<file path="config.mk">
export PLATFORM = sky130hd
export DESIGN_NAME = dash_led_animator
export DESIGN_NICKNAME = d
export VERILOG_FILES = /design/src/rtl/dash_pkg.sv /design/src/rtl/dash_step_timer.sv /design/src/rtl/dash_led_animator.sv
export SDC_FILE = /design/constraint.sdc
export NUM_CORES = 1
export LEC_CHECK = 0
export CAP_MARGIN = 5
export CORE_AREA = 2 2 74 76
export CTS_CLUSTER_SIZE = 16
export DETAILED_ROUTE_END_ITERATION = 10
export DIE_AREA = 0 0 76 78
export HOLD_SLACK_MARGIN = 0.15
export PLACE_DENSITY = 0.75
export RECOVER_POWER = 50
export SYNTH_ARGS = -nofsm -noshare
export SYNTH_HDL_FRONTEND = slang
export SYNTH_HIERARCHICAL = 1
export SYNTH_SLANG_ARGS = --single-unit
</file>
<file path="constraint.sdc">
create_clock -name clk -period 5.54 [get_ports clk]
set_clock_uncertainty 0.1 [all_clocks]
set_input_delay 1.108 -clock clk [delete_from_list [all_inputs] [get_ports clk]]
set_output_delay 1.108 -clock clk [all_outputs]
set_load 0.02 [all_outputs]
</file>
<file path="src/rtl/dash_pkg.sv">
// Shared types and constants for the dash LED animator.
package dash_pkg;

  typedef enum logic [1:0] {
    ST_IDLE     = 2'd0,
    ST_SWEEP    = 2'd1,
    ST_COOLDOWN = 2'd2
  } dash_state_e;

  localparam int unsigned NUM_LEDS   = 16;
  localparam int unsigned NUM_FRAMES = 16;

  localparam logic [NUM_LEDS-1:0] BAR_LEFT_INIT  = 16'h000F;
  localparam logic [NUM_LEDS-1:0] BAR_RIGHT_INIT = 16'hF000;

endpackage

</file>
<file path="src/rtl/dash_step_timer.sv">
// Free-running step timer: counts 0..last while enabled and pulses tick_c on the last count.
module dash_step_timer #(
  parameter int unsigned W = 8
) (
  input  logic         clk,
  input  logic         reset,
  input  logic         clear,
  input  logic         en,
  input  logic [W-1:0] last,
  output logic         tick_c
);

  logic [W-1:0] cnt_q, cnt_d;

  assign tick_c = en && (cnt_q == last);

  always_comb begin
    cnt_d = cnt_q;
    if (clear) begin
      cnt_d = '0;
    end else if (en) begin
      cnt_d = tick_c ? '0 : cnt_q + W'(1);
    end
  end

  always_ff @(posedge clk) begin
    if (reset) cnt_q <= '0;
    else       cnt_q <= cnt_d;
  end

endmodule

</file>
<file path="src/rtl/dash_led_animator.sv">
// Dash LED animator: 16-frame directional sweep followed by a timed cooldown.
// Define DASH_COOLDOWN_BAR_EN to show a filling bar during cooldown (dark otherwise).
module dash_led_animator
  import dash_pkg::*;
#(
  parameter int unsigned STEP_CYCLES      = 2_500_000,
  parameter int unsigned COOL_STEP_CYCLES = 3_125_000
) (
  input  logic        clk,
  input  logic        reset,
  input  logic        dash_trigger,
  input  logic        player_facing_left,
  output logic [15:0] led,
  output logic        dash_ready
);

  localparam int unsigned MAX_CYCLES = (STEP_CYCLES > COOL_STEP_CYCLES) ? STEP_CYCLES
                                                                        : COOL_STEP_CYCLES;
  localparam int unsigned CNT_W      = $clog2(MAX_CYCLES) + 1;
  localparam logic [CNT_W-1:0] STEP_LAST = CNT_W'(STEP_CYCLES - 1);
  localparam logic [CNT_W-1:0] COOL_LAST = CNT_W'(COOL_STEP_CYCLES - 1);
  localparam logic [3:0]       LAST_IDX  = 4'(NUM_FRAMES - 1);

  dash_state_e state_q, state_d;
  logic        dir_left_q, dir_left_d;
  logic [3:0]  frame_q, frame_d;
  logic [3:0]  seg_q, seg_d;
  logic [15:0] led_q, led_d;
  logic        ready_q, ready_d;
  logic        trig_prev_q, trig_prev_d;

  logic             trig_edge_c;
  logic             tick_c;
  logic [CNT_W-1:0] timer_last_c;

  assign trig_edge_c = dash_trigger && !trig_prev_q;

  dash_step_timer #(.W(CNT_W)) u_timer (
    .clk    (clk),
    .reset  (reset),
    .clear  (state_q == ST_IDLE),
    .en     (state_q != ST_IDLE),
    .last   (timer_last_c),
    .tick_c (tick_c)
  );

  always_comb begin
    state_d      = state_q;
    dir_left_d   = dir_left_q;
    frame_d      = frame_q;
    seg_d        = seg_q;
    trig_prev_d  = dash_trigger;
    timer_last_c = STEP_LAST;
    led_d        = 16'h0000;
    ready_d      = 1'b0;

    case (state_q)
      ST_IDLE: begin
        if (trig_edge_c) begin
          state_d    = ST_SWEEP;
          dir_left_d = player_facing_left;
          frame_d    = 4'd0;
        end
      end
      ST_SWEEP: begin
        if (tick_c) begin
          if (frame_q == LAST_IDX) begin
            state_d = ST_COOLDOWN;
            frame_d = 4'd0;
            seg_d   = 4'd0;
          end else begin
            frame_d = frame_q + 4'd1;
          end
        end
      end
      ST_COOLDOWN: begin
        timer_last_c = COOL_LAST;
        if (tick_c) begin
          if (seg_q == LAST_IDX) begin
            state_d = ST_IDLE;
            seg_d   = 4'd0;
          end else begin
            seg_d = seg_q + 4'd1;
          end
        end
      end
      default: state_d = ST_IDLE;
    endcase

    // Outputs are derived from the next state so they change on the transition edge.
    case (state_d)
      ST_SWEEP: led_d = dir_left_d ? (BAR_LEFT_INIT << frame_d) : (BAR_RIGHT_INIT >> frame_d);
`ifdef DASH_COOLDOWN_BAR_EN
      ST_COOLDOWN: led_d = ~(16'hFFFE << seg_d);
`endif
      default: led_d = 16'h0000;
    endcase
    ready_d = (state_d == ST_IDLE);
  end

  always_ff @(posedge clk) begin
    if (reset) begin
      state_q     <= ST_IDLE;
      dir_left_q  <= 1'b0;
      frame_q     <= 4'd0;
      seg_q       <= 4'd0;
      led_q       <= 16'h0000;
      ready_q     <= 1'b1;
      trig_prev_q <= 1'b1;
    end else begin
      state_q     <= state_d;
      dir_left_q  <= dir_left_d;
      frame_q     <= frame_d;
      seg_q       <= seg_d;
      led_q       <= led_d;
      ready_q     <= ready_d;
      trig_prev_q <= trig_prev_d;
    end
  end

  assign led        = led_q;
  assign dash_ready = ready_q;

endmodule

</file>
==> results of run 1 <==
## cells in the mapped netlist (all sizes together) (4+ instances only)
master  count  area (sq um)
a21oi      16          80.1
xnor2      12           105
mux2i       4          43.8
nor2       19          71.3
a31oi       6          37.5
or3         4          25.0
nand2b      4          25.0
o21ai      12          63.8
nor2b       4          27.5
a32oi       4          35.0
xor2       30           263
nand3      19          95.1
dfxtp      52          1040
clkbuf     10          41.3
buf         9          62.6
or2         4          25.0
nand4b      4          35.0
ha          5          62.6
nor4       10          68.8
nand4      11          75.1
nand2      31           116
a211oi      9           100
inv         7          26.3
nor3       20           100
## per-layer routing
layer | vias up | wire [um] | GRT usage [%]
li1 | 1251 | - | -
met1 | 1163 | 2660 | 25.5
met2 | 62 | 3030 | 37.9
met3 | 8 | 238 | 5.00
met4 | 0 | 60 | 8.73
met5 | - | 0 | 0
## cell families after synthesis
group / count (synthesis)
and+or+nand+nor: 146
AOI/OAI and AO/OA: 60
DFF: 52
xor gates and xnor gates: 42
buffers and inverters: 27
adders and majority gates: 5
muxes: 5
other: 2
## worst max-delay path, stage by stage (launching register included)
cell and delay [ps]:
dfxtp_1 590, nor2b_1 180, buf_4 210, inv_1 140, xor2_1 170, nor4_1 270, nand4_1 170, nor2_1 760
nand4b_1 270, o21ai_2 510, clkinv_4 240, ha_1 410, nand2_1 70, o221ai_1 200
## path summary, 6_finish.rpt
path / slack, ps / to / depth (start not counted)
setup reg to reg: 1160 / led[10] / 13
hold reg to reg: 380 / seg_q[1] / 2
setup / recovery: 1160 / led[10] / 13
hold / removal: 380 / seg_q[1] / 2
## final cells by class
type,count,area [sq um]
multi-input combinational,273,1780
fill,437,1770
sequential,52,1040
timing repair buffer,22,215
tap,70,87.6
clock buffer,5,68.8
clock inverter,3,46.3
inverter,8,35.0
## flip-flops by register name, summed over array words and instances (netlist names)
name / cells
led: 16
u_timer/cnt_q: 23
dir_left_q: 1
state_q: 2
trig_prev_q: 1
seg_q: 4
dash_ready: 1
frame_q: 4
## metrics by stage
step / std cells / total power, W / hold slack (ps)
2_1_floorplan: 352 / 0.000423 / 344
3_3_place_gp: 425 / 0.000435 / 358
3_5_place_dp: 425 / 0.000435 / 364
4_1_cts: 433 / 0.000700 / 378
5_1_grt: 433 / 0.000717 / 395
6_report: 433 / 0.000688 / 376
## power by group through the flow
| stage | clock (W) | sequential (W) | combinational [W] |
|---|---|---|---|
| 6_report | 0.000263 | 0.000380 | 0.0000448 |
| 2_1_floorplan | 0 | 0.000391 | 0.0000313 |
| 3_3_place_gp | 0 | 0.000389 | 0.0000457 |
| 4_1_cts | 0.000273 | 0.000380 | 0.0000463 |
| 5_1_grt | 0.000287 | 0.000381 | 0.0000493 |
| 3_5_place_dp | 0 | 0.000389 | 0.0000461 |
==> out/qor_table.md, run 1 <==
| Item | Value |
|---|---|
| Total routing usage reported by global routing | 21.6% |
| Predominant post-synthesis flop cell | dfxtp_1 |
| Combinational Power Share | 6.5% |
| Synthesized area per cell | 8.59 sq um |
| Adder-cell area share of the yosys netlist | 2.15% |
| Die Y-Extent | 78 um |
| Overflow left after global routing | 0 |
| Wire length reported by the detailed router | 5980 um |
| Number of clock buffers inserted by TritonCTS | 5 |
| Initial standard-cell utilization of the core | 57.7% |
| Reg clk slew, reported paths | 100 ps |
| Count of H-tree levels built during CTS | 2 |
| Post-layout util | 64.9% |
| CTS tree | built |
| Wirelength per Cell | 13.8 um |
| Area enclosed by the die boundary | 0.00593 sq mm |
| Sequential group share of total power | 55.3% |
| Final Slew Violations | 0 |
| CP endpoint kind | flip-flop |
| Post-Place Cell Area | 0.00316 sq mm |
| Hold wc startpoint | seg_q[1] |
| Pin count of the biggest net entering global routing | 24 |
| Area of the core | 0.00504 sq mm |
| Commonest non-fill, non-tap cell in the layout | dfxtp_1 |
| Clk_lat worst skew | 300 ps |
| Outcome | complete, no violations |
| Beginning of the critical path | state_q[1] |
| RSZ-0062 raised after global routing | no |
| Setup Total Neg Slack | 0 ps |
| Proportion of synthesized flip-flops having asynchronous set or reset | 0% |
| Switching Fraction | 22.9% |
| Number of vias in the routed layout | 2484 |
| Share of final-layout standard cells stronger than drive strength 1 | 8.54% |
| Post-layout net count | 371 |
| Layout area overhead | 12.3% |
| Initial antenna violation count | 0 |
| Reg-to-reg critical path startpoint | state_q[1] |
| DR vias/cell | 5.74 |
| Number of top-level pins | 21 |
| Post-synthesis compound-gate area fraction | 14.6% |
| Synthesis Warnings | 6 |
| Worst vdd ir | 0.172 mV |
| Setup Viol. Count Final | 0 |
| Setup WS post-layout | 1160 ps |
| Simple-gate share of the synthesized area | 27.9% |
| Clk pwr share | 38.2% |
| Max_cap viols | 0 |
| Number of design rule violations left after detail routing | 0 |
| Static leakage | 1.21 nW |
| Number of search-and-repair iterations in the first detailed-routing pass | 4 |
| Internal power of the cells | 0.000530 W |
| Share of the synthesized netlist area taken by xor and xnor gates | 12.6% |
| Hold-fix buffers at CTS | 0 |
| Slew @ Worst Pin | 1340 ps |
| Post-detail-place hpwl | 4400 um |
| # Post-CTS Setup Buffers | 0 |
| Leading cell types in the layout, fill and taps excluded | dfxtp_1 (52), nand2_1 (31), xor2_1 (30) |
| Post-CTS resize count | 0 |
| Element type at the critical path start | flip-flop |
| Net Sw Power | 0.000158 W |
| Yosys reg bits | 52 |
| Number of flops mapped to enable cells by yosys | 0 |
| Netlist area before placement | 0.00291 sq mm |
| Count of buffers inserted at the top-level ports | 20 |
| Final worst path period share | 79.1% |
| Post-route minimum period | 4380 ps |
| Highest attainable clock frequency | 228 MHz |
| Gate count after technology mapping | 339 |
| Site Rows | 26 |
| Via count of the first global-routing pass | 2299 |
| Critical path peak fanout | 17 |
| Sinks on the clock net | 52 |
| Mux share of post-synthesis cell area | 1.89% |
| Last weighted congestion value of the routability-driven placer | 0.890 |
| Largest family of logic cells by synthesized area | simple AND/OR/NAND/NOR gates |
| Max_slew headroom | 10.9% |
| Remaining antenna violation count after routing | 0 |
| Number of buffers between clock root and the deepest sink | 2 |
| Clock tree root driver cell | clkbuf_8 |
| Critical path required time | 5670 ps |
| Global-route wire length before repair | 10400 um |
| Iter 0 DRT Violations | 173 |
| Post-route cell area | 0.00327 sq mm |
| Number of distinct library cell variants in the gate-level netlist after synthesis | 61 |
| Critical path arrival | 4510 ps |
| Power density of the placed cells | 210 mW/mm^2 |
| Die X | 76 um |
| Final antenna diode count | 0 |
| Sequential cell area fraction in the yosys report | 35.8% |
| Worst setup slack before clock tree synthesis | 1270 ps |
| Worst Hold Class | flip-flop to flip-flop |
| Final hold viol count | 0 |
| Setup Crit Path Kind | flip-flop to flip-flop |
Note: power is estimated with default switching activity, not from simulation.
==> run 2: changes to the inputs <==
--- a/config.mk
+++ b/config.mk
@@ -6,12 +6,12 @@
 export NUM_CORES = 1
 export LEC_CHECK = 0
 export CAP_MARGIN = 5
-export CORE_AREA = 2 2 74 76
+export CORE_AREA = 2 2 78 80
 export CTS_CLUSTER_SIZE = 16
 export DETAILED_ROUTE_END_ITERATION = 10
-export DIE_AREA = 0 0 76 78
+export DIE_AREA = 0 0 80 82
 export HOLD_SLACK_MARGIN = 0.15
-export PLACE_DENSITY = 0.75
+export PLACE_DENSITY = 0.71
 export RECOVER_POWER = 50
 export SYNTH_ARGS = -nofsm -noshare
 export SYNTH_HDL_FRONTEND = slang
==> constraint.sdc (replaced) <==
create_clock -name clk -period 3.9 [get_ports clk]
set_clock_uncertainty 0.1 [all_clocks]
set_input_delay 0.78 -clock clk [delete_from_list [all_inputs] [get_ports clk]]
set_output_delay 0.78 -clock clk [all_outputs]
set_load 0.02 [all_outputs]
==> run 2 against run 1 <==
Core utilization decreased by 7.7 points; combinational power increased by 44%; sequential share of layout area decreased by 0.11 points; clock-buffer cell count is 3 higher.
==> out/qor_table.md, run 2 (synthesis gave the netlist of run 1 again) <==
| Item | Value | vs previous |
|---|---|---|
| Pin count of the biggest net entering global routing | 24 | unchanged |
| Outcome | complete, no violations |  |
| Post-detail-place hpwl | 4350 um | -1.2% |
| Worst Hold Depth | 2 | unchanged |
| Initial standard-cell utilization of the core | 50.7% | -7.1 points |
| Wirelength per Cell | 13.6 um | -1.5% |
| Share of final-layout standard cells stronger than drive strength 1 | 8.99% | +0.45 points |
| Remaining antenna violation count after routing | 0 | unchanged |
| Element type at the critical path start | flip-flop |  |
| Total routing usage reported by global routing | 20.0% | -1.6 points |
| Overflow left after global routing | 0 | unchanged |
| Number of vias in the routed layout | 2487 | +0.12% |
| Leading cell types in the layout, fill and taps excluded | dfxtp_1 (52), nand2_1 (31), xor2_1 (30) |  |
| Hold-fix buffers at CTS | 0 | unchanged |
| Max_cap viols | 0 | unchanged |
| Last weighted congestion value of the routability-driven placer | 0.927 | +4.1% |
| Reg-to-reg critical path startpoint | state_q[0] |  |
| Commonest non-fill, non-tap cell in the layout | dfxtp_1 |  |
| Max_slew headroom | 13.3% | +2.3 points |
| Stage delay of the slowest cell on the critical path | 570 ps | -190 ps |
| Site Rows | 28 | +7.7% |
| Worst path slowest cell | a21oi_1 |  |
| Worst vdd ir | 0.177 mV | +3.4% |
| DR vias/cell | 5.63 | -1.9% |
| Post-route minimum period | 3530 ps | -851 ps |
| Register-to-register path setup slack | 370 ps | -790 ps |
| Number of buffers between clock root and the deepest sink | 2 | unchanged |
| Number of non-filler instances in the completed layout | 442 | +2.1% |
| Count of H-tree levels built during CTS | 2 | unchanged |
| CP endpoint kind | flip-flop |  |
| Die X | 80 um | +5.3% |
| Final worst path period share | 90.6% | +11 points |
| Area of the core | 0.00575 sq mm | +14% |
| Setup Viol. Count Final | 0 | unchanged |
| Worst r2r dst | led[5] |  |
| Reg clk slew, reported paths | 90 ps | about the same |
| Overall Power | 0.000916 W | +33% |
| Area enclosed by the die boundary | 0.00656 sq mm | +11% |
| Cell count after placement | 434 | +2.1% |
| Post-CTS resize count | 0 | unchanged |
| Static leakage | 1.22 nW | +1.1% |
| Final Slew Violations | 0 | unchanged |
| Count of cells along the worst register-to-register path | 11 | -2 |
| Post-route worst hold slack | 378 ps | +1.80 ps |
| Final antenna diode count | 0 | unchanged |
| Critical path peak fanout | 12 | -5 |
| Final hold viol count | 0 | unchanged |
| Initial antenna violation count | 0 | unchanged |
| Number of fill cells | 540 | +24% |
| Sinks on the clock net | 52 | unchanged |
| Number of design rule violations left after detail routing | 0 | unchanged |
| Hold wc startpoint | seg_q[1] |  |
| # Post-CTS Setup Buffers | 0 | unchanged |
| Critical path required time | 4020 ps | -1650 ps |
| Global-route wire length before repair | 10500 um | +0.13% |
| RSZ-0062 raised after global routing | no |  |
| Iter 0 DRT Violations | 115 | -34% |
| Layout area overhead | 12.7% |  |
| Destination of the worst hold path | seg_q[1] |  |
| Count of buffers inserted at the top-level ports | 20 | unchanged |
| Max FFs per register | 23 | unchanged |
| Wire length reported by the detailed router | 6020 um | +0.55% |
| Cells along the critical path | nor2b_1 > buf_4 > xor2_1 > nor4_1 > nand4_1 > nor2_1 > nand4_1 > xnor2_1 > a21oi_1 > nand4b_1 > o221ai_1 |  |
| Die Y-Extent | 82 um | +5.1% |
| Cell occurring most often along the worst timing path | nand4_1 |  |
| Slew @ Worst Pin | 1300 ps | -35.0 ps |
| Setup Crit Path Kind | flip-flop to flip-flop |  |
| Clk_lat worst skew | 310 ps | about the same |
| Clock tree root driver cell | clkbuf_8 |  |
| CTS tree | built |  |
| Worst Hold Class | flip-flop to flip-flop |  |
| Setup Total Neg Slack | 0 ps | unchanged |
| Number of search-and-repair iterations in the first detailed-routing pass | 4 | unchanged |
| Number of top-level pins | 21 | unchanged |
| Top reg by flops | u_timer/cnt_q |  |
| Number of clock buffers inserted by TritonCTS | 5 | unchanged |
| Highest attainable clock frequency | 283 MHz | +24% |
| Power density of the placed cells | 279 mW/mm^2 | +33% |
| Via count of the first global-routing pass | 2274 | -1.1% |
| Post-layout net count | 375 | +1.1% |
| Critical path arrival | 3650 ps | -860 ps |
run 2: cell types whose count changed in the layout (fill, tap and decap cells not counted):
| cell | before | now |
|---|---|---|
| clkbuf_1 | 0 | 2 |
| bufinv_16 | 1 | 0 |
| buf_4 | 2 | 6 |
| inv_6 | 1 | 0 |
| clkbuf_8 | 5 | 6 |
| clkinvlp_4 | 1 | 0 |
run 2: through the flow:
| step | setup WS, ps | util [%] | area [sq um] |
|---|---|---|---|
| CTS | 433 | 57.2 | 3290 |
| global placement | 496 | 55.6 | 3200 |
| floorplan | 36.6 | - | 2960 |
| global route | 114 | 57.1 | 3280 |
| detailed placement | 459 | 55.6 | 3200 |
| finish | 368 | 57.1 | 3280 |
run 2: report_power, final:
part | total (W) | switching (W) | leakage, nW | internal [W]
combinational | 0.0000645 | 0.0000405 | 0.754 | 0.0000241
sequential | 0.000540 | 0.00000369 | 0.420 | 0.000536
clock | 0.000312 | 0.000167 | 0.0455 | 0.000145
total | 0.000916 | 0.000211 | 1.22 | 0.000705
run 2: worst max path at each step:
stage / startpoint / slack [ps] / end
6_report: state_q[0] / 370 / led[5]
2_1_floorplan: state_q[1] / 40 / led[9]
4_1_cts: state_q[0] / 430 / led[5]
3_5_place_dp: state_q[0] / 460 / led[3]
3_3_place_gp: state_q[0] / 500 / led[9]
5_1_grt: state_q[0] / 110 / led[5]
run 2: layout make-up:
| cell class | count | area (sq um) | share of cell area, % |
|---|---|---|---|
| clock buffer | 8 | 90.1 | 2.74 |
| inverter | 8 | 35.0 | 1.07 |
| multi-input combinational | 273 | 1780 | 54.1 |
| sequential | 52 | 1040 | 31.7 |
| tap | 75 | 93.8 | 2.86 |
| timing repair buffer | 26 | 245 | 7.47 |
run 2: worst max-delay path, delay by kind of cell, from the launching register on:
family | cells | cell delay [ps]
and+or+nand+nor | 6 | 1450
AOI/OAI and AO/OA | 2 | 790
DFF | 1 | 550
xor gates and xnor gates | 2 | 380
buffers and inverters | 1 | 200
run 2: metal layers:
layer | track usage (%) | up-vias | routed length, um
met2 | 32.3 | 40 | 2830
met3 | 3.63 | 8 | 152
met4 | 6.44 | 0 | 76
met1 | 27.1 | 1177 | 2960
li1 | - | 1262 | -
met5 | 0 | - | 0
==> run 3: changes to the inputs <==
--- a/config.mk
+++ b/config.mk
@@ -6,11 +6,12 @@
 export NUM_CORES = 1
 export LEC_CHECK = 0
 export CAP_MARGIN = 5
-export CORE_AREA = 2 2 78 80
+export CORE_AREA = 3 3 79 81
 export CTS_CLUSTER_SIZE = 16
 export DETAILED_ROUTE_END_ITERATION = 10
-export DIE_AREA = 0 0 80 82
+export DIE_AREA = 0 0 82 84
 export HOLD_SLACK_MARGIN = 0.15
+export MAX_ROUTING_LAYER = met4
 export PLACE_DENSITY = 0.71
 export RECOVER_POWER = 50
 export SYNTH_ARGS = -nofsm -noshare
==> run 3 against run 2 <==
Clock power is 12% lower; final cell count is 1.4% lower; global-route usage is 0.076 points lower; cell area is 0.76% lower; total power is 3.9% lower; via count is 0.20% lower; critical path depth is 4 higher; combinational power hardly changed; largest cell class unchanged.
==> out/qor_table.md, run 3 (synthesis gave the netlist of run 1 again) <==
| Item | Value | vs previous |
|---|---|---|
| Outcome | complete, no violations |  |
| Highest attainable clock frequency | 282 MHz | -0.26% |
| Leading cell types in the layout, fill and taps excluded | dfxtp_1 (52), nand2_1 (31), xor2_1 (30) |  |
| Area enclosed by the die boundary | 0.00689 sq mm | +5.0% |
| Hold wc startpoint | seg_q[1] |  |
| Overall Power | 0.000880 W | -3.9% |
| Static leakage | 1.21 nW | -0.96% |
| RSZ-0062 raised after global routing | no |  |
| Commonest non-fill, non-tap cell in the layout | dfxtp_1 |  |
| Iter 0 DRT Violations | 172 | +50% |
| Number of search-and-repair iterations in the first detailed-routing pass | 6 | +2 |
| Area of the core | 0.00554 sq mm | -3.6% |
| Hold-fix buffers at CTS | 0 | unchanged |
| Max FFs per register | 23 | unchanged |
| Clock tree root driver cell | clkbuf_8 |  |
| Total routing usage reported by global routing | 19.9% | -0.076 points |
| Initial standard-cell utilization of the core | 52.6% | +1.9 points |
| Final antenna diode count | 0 | unchanged |
| Max_slew headroom | 11.3% | -2.0 points |
| Switching Fraction | 23.2% | +0.17 points |
| Sinks on the clock net | 52 | unchanged |
| Post-layout net count | 375 | unchanged |
| Die X | 82 um | +2.5% |
| Cell count after placement | 431 | -0.69% |
| Last weighted congestion value of the routability-driven placer | 0.833 | -10% |
| Wirelength per Cell | 14.3 um | +5.0% |
| Cells along the critical path | nor2b_1 > buf_4 > xor2_1 > nor4_1 > nand4_1 > nor2_1 > nand4b_1 > nand3_1 > o21ai_2 > clkinv_4 > ha_1 > inv_1 > a211oi_1 > a32oi_1 > o21ai_1 |  |
| Wire length reported by the detailed router | 6230 um | +3.6% |
| Combinational Power Share | 7.3% | +0.3 points |
| Power density of the placed cells | 270 mW/mm^2 | -3.2% |
| Pin count of the biggest net entering global routing | 24 | unchanged |
| Top reg by flops | u_timer/cnt_q |  |
| Reg-to-reg critical path startpoint | state_q[0] |  |
| Post-CTS resize count | 0 | unchanged |
| Setup Total Neg Slack | 0 ps | unchanged |
| Remaining antenna violation count after routing | 0 | unchanged |
| CP endpoint kind | flip-flop |  |
| Net Sw Power | 0.000204 W | -3.2% |
| Setup Crit Path Kind | flip-flop to flip-flop |  |
| Critical path arrival | 3670 ps | +20 ps |
| Critical path required time | 4030 ps | about the same |
| Number of non-filler instances in the completed layout | 436 | -1.4% |
| Final worst path period share | 90.8% | +0.24 points |
| Number of design rule violations left after detail routing | 0 | unchanged |
| Element type at the critical path start | flip-flop |  |
| Clk_lat worst skew | 300 ps | about the same |
| Number of vias in the routed layout | 2482 | -0.20% |
| Via count of the first global-routing pass | 2358 | +3.7% |
| Critical path peak fanout | 17 | +5 |
| Post-route minimum period | 3540 ps | +9.17 ps |
| Final Slew Violations | 0 | unchanged |
| Max_cap viols | 0 | unchanged |
| Stage delay of the slowest cell on the critical path | 550 ps | -20 ps |
| Beginning of the critical path | state_q[0] |  |
| Setup Viol. Count Final | 0 | unchanged |
| Number of buffers between clock root and the deepest sink | 2 | unchanged |
| Clk pwr share | 31.3% | -2.7 points |
| Internal power of the cells | 0.000676 W | -4.2% |
| Initial antenna violation count | 0 | unchanged |
| Number of top-level pins | 21 | unchanged |
| Share of final-layout standard cells stronger than drive strength 1 | 8.79% | -0.20 points |
| Post-route worst hold slack | 373 ps | -4.87 ps |
| Overflow left after global routing | 0 | unchanged |
| # Post-CTS Setup Buffers | 0 | unchanged |
| Site Rows | 27 | -3.6% |
| Worst Hold Class | flip-flop to flip-flop |  |
| Post-detail-place hpwl | 4490 um | +3.4% |
| Worst path slowest cell | dfxtp_1 |  |
| Count of H-tree levels built during CTS | 2 | unchanged |
| Slew @ Worst Pin | 1330 ps | +30.3 ps |
| Count of buffers inserted at the top-level ports | 20 | unchanged |
| Reg clk slew, reported paths | 80 ps | about the same |
| CTS tree | built |  |
| DR vias/cell | 5.69 | +1.2% |
| Layout area overhead | 11.9% |  |
| Global-route wire length before repair | 10900 um | +4.3% |
| Number of clock buffers inserted by TritonCTS | 5 | unchanged |
| Final hold viol count | 0 | unchanged |
| Worst vdd ir | 0.144 mV | -19% |
| Die Y-Extent | 84 um | +2.4% |
| Sequential group share of total power | 61.3% | +2.4 points |
## run 3: routing by layer
layer  track usage [%]  up-vias  part of all wire, %
li1                  -     1251                    -
met1              27.9     1175                   50
met2              29.4       46                   45
met3              3.35       10                  3.4
met4              5.44        0                  1.5
met5                 -        -                    0
## run 3: final timing paths
kind | cells past startpoint | slack (ps) | endpoint
worst max-delay path | 15 | 360 | led[9]
worst min-delay path | 2 | 370 | seg_q[1]
worst max register to register | 15 | 360 | led[9]
worst min register to register | 2 | 370 | seg_q[1]
## run 3: critical path, delay by kind of cell (launching register included)
| family | cells | cell delay, ps |
|---|---|---|
| fa+ha+maj | 1 | 160 |
| xor+xnor | 1 | 160 |
| compound gates | 4 | 780 |
| simple gates | 6 | 1360 |
| buf+inv | 3 | 370 |
| flops | 1 | 550 |
## run 3: per-stage QoR
stage,setup slack (ps),area (sq um),utilization [%]
after global placement,528,3190,57.6
final,359,3260,58.8
after global routing,82.3,3260,58.8
after detailed placement,425,3190,57.6
after CTS,403,3260,58.9
after floorplan,36.6,2960,-
## run 3: area by class of cell
class / count / area, sq um
fillers: 524 / 2280
repair buffers: 26 / 245
well taps: 72 / 90.1
flip-flops and latches: 52 / 1040
clock buffers: 5 / 68.8
multi-input cells: 273 / 1780
inverters: 8 / 35.0
## run 3: power by group through the flow
stage	sequential [W]	combinational [W]	clock [W]
final	0.000540	0.0000645	0.000276
after global routing	0.000541	0.0000714	0.000307
after CTS	0.000540	0.0000664	0.000288
after detailed placement	0.000552	0.0000659	0
after global placement	0.000552	0.0000655	0
after floorplan	0.000556	0.0000444	0
==> patch (config.mk and constraints of run 2) <==
Set the parameter `COOL_STEP_CYCLES` to 6_250_000 (it was 3_125_000).
--- a/src/rtl/dash_led_animator.sv
+++ b/src/rtl/dash_led_animator.sv
@@ -6,3 +6,3 @@
   parameter int unsigned STEP_CYCLES      = 2_500_000,
-  parameter int unsigned COOL_STEP_CYCLES = 3_125_000
+  parameter int unsigned COOL_STEP_CYCLES = 6_250_000
 ) (
Formal check against the unedited RTL: no difference found for any inputs over 10 cycles, from zero or initial values and one cycle with reset high; that may be too few to reach the edited logic, so the function may still have changed.
==> patch against run 2 <==
- the flow now finishes with violations (max-capacitance violations, max-slew violations)
- total power grew 6.5%
- sequential cell count grew 1
- combinational power grew 2%
- wire length shrank 0.33%
- global-route usage shrank 0.48 points
- area after synthesis grew 0.30%
- worst setup slack lost 16 ps
- design area grew 0.11%
- largest power group unchanged
==> patch: results (changes against run 2) <==
----------------------------------------------------
[Run status]
  Outcome ... complete, but fails checks
  Failing checks ... max-capacitance violations, max-slew violations

[Job]
  Maximum Capacitance Violations ... 1 (+1)

[Critical path]
  Arrival time at the worst endpoint ... 3670 ps (+20 ps)
  Worst reg2reg path endpoint ... led[1]
  Worst path slowest cell ... or4_4
  Worst reg2reg setup slack ... 350 ps (-20 ps)
  Number of cells on the worst reg-to-reg path ... 15 (+4)
  CP Launch Point ... state_q[1]

[Placed design]
  Half-perimeter wire length after detailed placement ... 4.355 mm (+0.18%)
  Placed cell count ... 429 (-1.2%)

[Synthesis]
  Top cell types by occurrence after synthesis ... 53 x dfxtp_1, 40 x nor2_1, 29 x nand2_1, 28 x xor2_1, 25 x nand3_1
  Post-synthesis average cell area ... 8.743 um^2 (+1.8%)
  Top area cells in the synthesized netlist ... dfxtp_1 36%, xor2_1 8.4%, xnor2_1 6.3%, nor2_1 5.1%, nand3_1 4.3%
  Sequential area share after synthesis ... 36.33% (+0.58 points)

[Timing]
  Total count of max-transition violations in the final report ... 23 (+23)
  Relative slew slack ... -12.32% (-26 points)

[Route]
  Vias per Instance ... 5.482 (-2.6%)
  Number of search-and-repair iterations in the first detailed-routing pass ... 5 (+1)
  Detailed Route Iter0 Violations ... 130 (+13%)
  Routed wire length ... 5.996 mm (-0.33%)
  Routed via count ... 2390 (-3.9%)

[GRT]
  Largest net degree at the start of global routing ... 23 (-4.2%)
  First-pass GRT wire length ... 10.18 mm (-2.7%)
  Number of global-route vias before repair ... 2188 (-3.8%)
  All-Layer GR Usage ... 19.50% (-0.48 points)

[Power]
  Maximum vdd drop ... 0.0001729 V (-2.5%)
  Leakage power figure ... 1.191 nW (-2.3%)
  Net switching component of the power ... 0.2181 mW (+3.4%)

[Final layout]
  Ratio of cells with drive above 1 in the final layout ... 9.972% (+0.98 points)
  Number of flip-flops in the largest register ... 24 (+4.3%)
  Net count, final ... 370 (-1.3%)

[Clocking]
  H-tree lvl count ... 2 (unchanged)

----------------------------------------------------
[patch: changes by cell type in the layout (fill, tap and decap cells not counted), moves of 4 or more]
cell,before,now
a21oi_1,16,12
conb_1,15,11
nand3_1,19,25
nor2_1,19,40
nor3_1,20,4
nor4_1,9,2
or3_1,4,0
xnor2_1,12,21
[patch: layout make-up]
class	instances	area, um^2	share of cell area (%)
Clock buffer	5	68.82	2.094
Clock inverter	2	35.03	1.066
Inverter	6	27.53	0.8378
Multi-Input combinational cell	269	1754	53.39
Sequential cell	53	1061	32.29
Tap cell	75	93.84	2.856
Timing Repair Buffer	26	245.2	7.464
[patch: layer usage]
| metal | GRT usage (%) | vias to the layer above | wire, um |
|---|---|---|---|
| li1 | - | 1217 | - |
| met1 | 26.81 | 1112 | 2987 |
| met2 | 31.08 | 54 | 2722 |
| met3 | 3.736 | 7 | 211 |
| met4 | 5.932 | 0 | 74 |
| met5 | 0 | - | 0 |
[patch: logic make-up after synthesis]
| kind of cell | after synthesis | synth area share, % |
|---|---|---|
| xor gates and xnor gates | 49 | 14.70 |
| other | 2 | 0.2572 |
| adders and majority gates | 5 | 2.142 |
| AOI/OAI and AO/OA | 55 | 13.93 |
| DFF | 53 | 36.33 |
| and+or+nand+nor | 147 | 27.55 |
| buffers and inverters | 21 | 4.241 |
| muxes | 2 | 0.8568 |
[patch: worst register-to-register path: stages (launching register included)]
cell and delay (ps):
dfxtp_1 330, nor2b_1 160, buf_4 250, xnor2_1 150, nand4_1 120, or4_4 570
nor2_1 300, buf_4 220, nand3b_1 80, a21oi_1 180, or2_2 180, ha_1 150
inv_1 40, a211oi_1 450, nand2_1 100, o21ai_1 110
[patch: worst min-delay path by stage]
stage,to,slack [ps],cells past startpoint
finish,seg_q[1],380,2
global route,seg_q[1],400,2
detailed placement,seg_q[1],370,2
global placement,seg_q[1],360,2
floorplan,seg_q[1],340,2
CTS,seg_q[1],380,2
[patch: power by group through the flow]
stage | Combinational, mW | Clock, mW | Sequential (mW)
floorplan | 0.0448 | 0 | 0.566
global placement | 0.0672 | 0 | 0.561
detailed placement | 0.0675 | 0 | 0.561
CTS | 0.0680 | 0.371 | 0.548
global route | 0.0724 | 0.388 | 0.549
finish | 0.0656 | 0.362 | 0.548
[patch: through the flow]
stage / worst slack [ps] / power (mW) / hold slack, ps / area (um^2) / utilization (%)
after floorplan: 9.381 / 0.6111 / 344.4 / 2955 / -
final: 352.5 / 0.9756 / 381.9 / 3286 / 57.19
after global placement: 470.3 / 0.6282 / 358.0 / 3197 / 55.64
after global routing: 61.48 / 1.009 / 397.4 / 3286 / 57.19
after CTS: 332.8 / 0.9877 / 381.2 / 3301 / 57.45
after detailed placement: 363.5 / 0.6287 / 367.0 / 3197 / 55.64
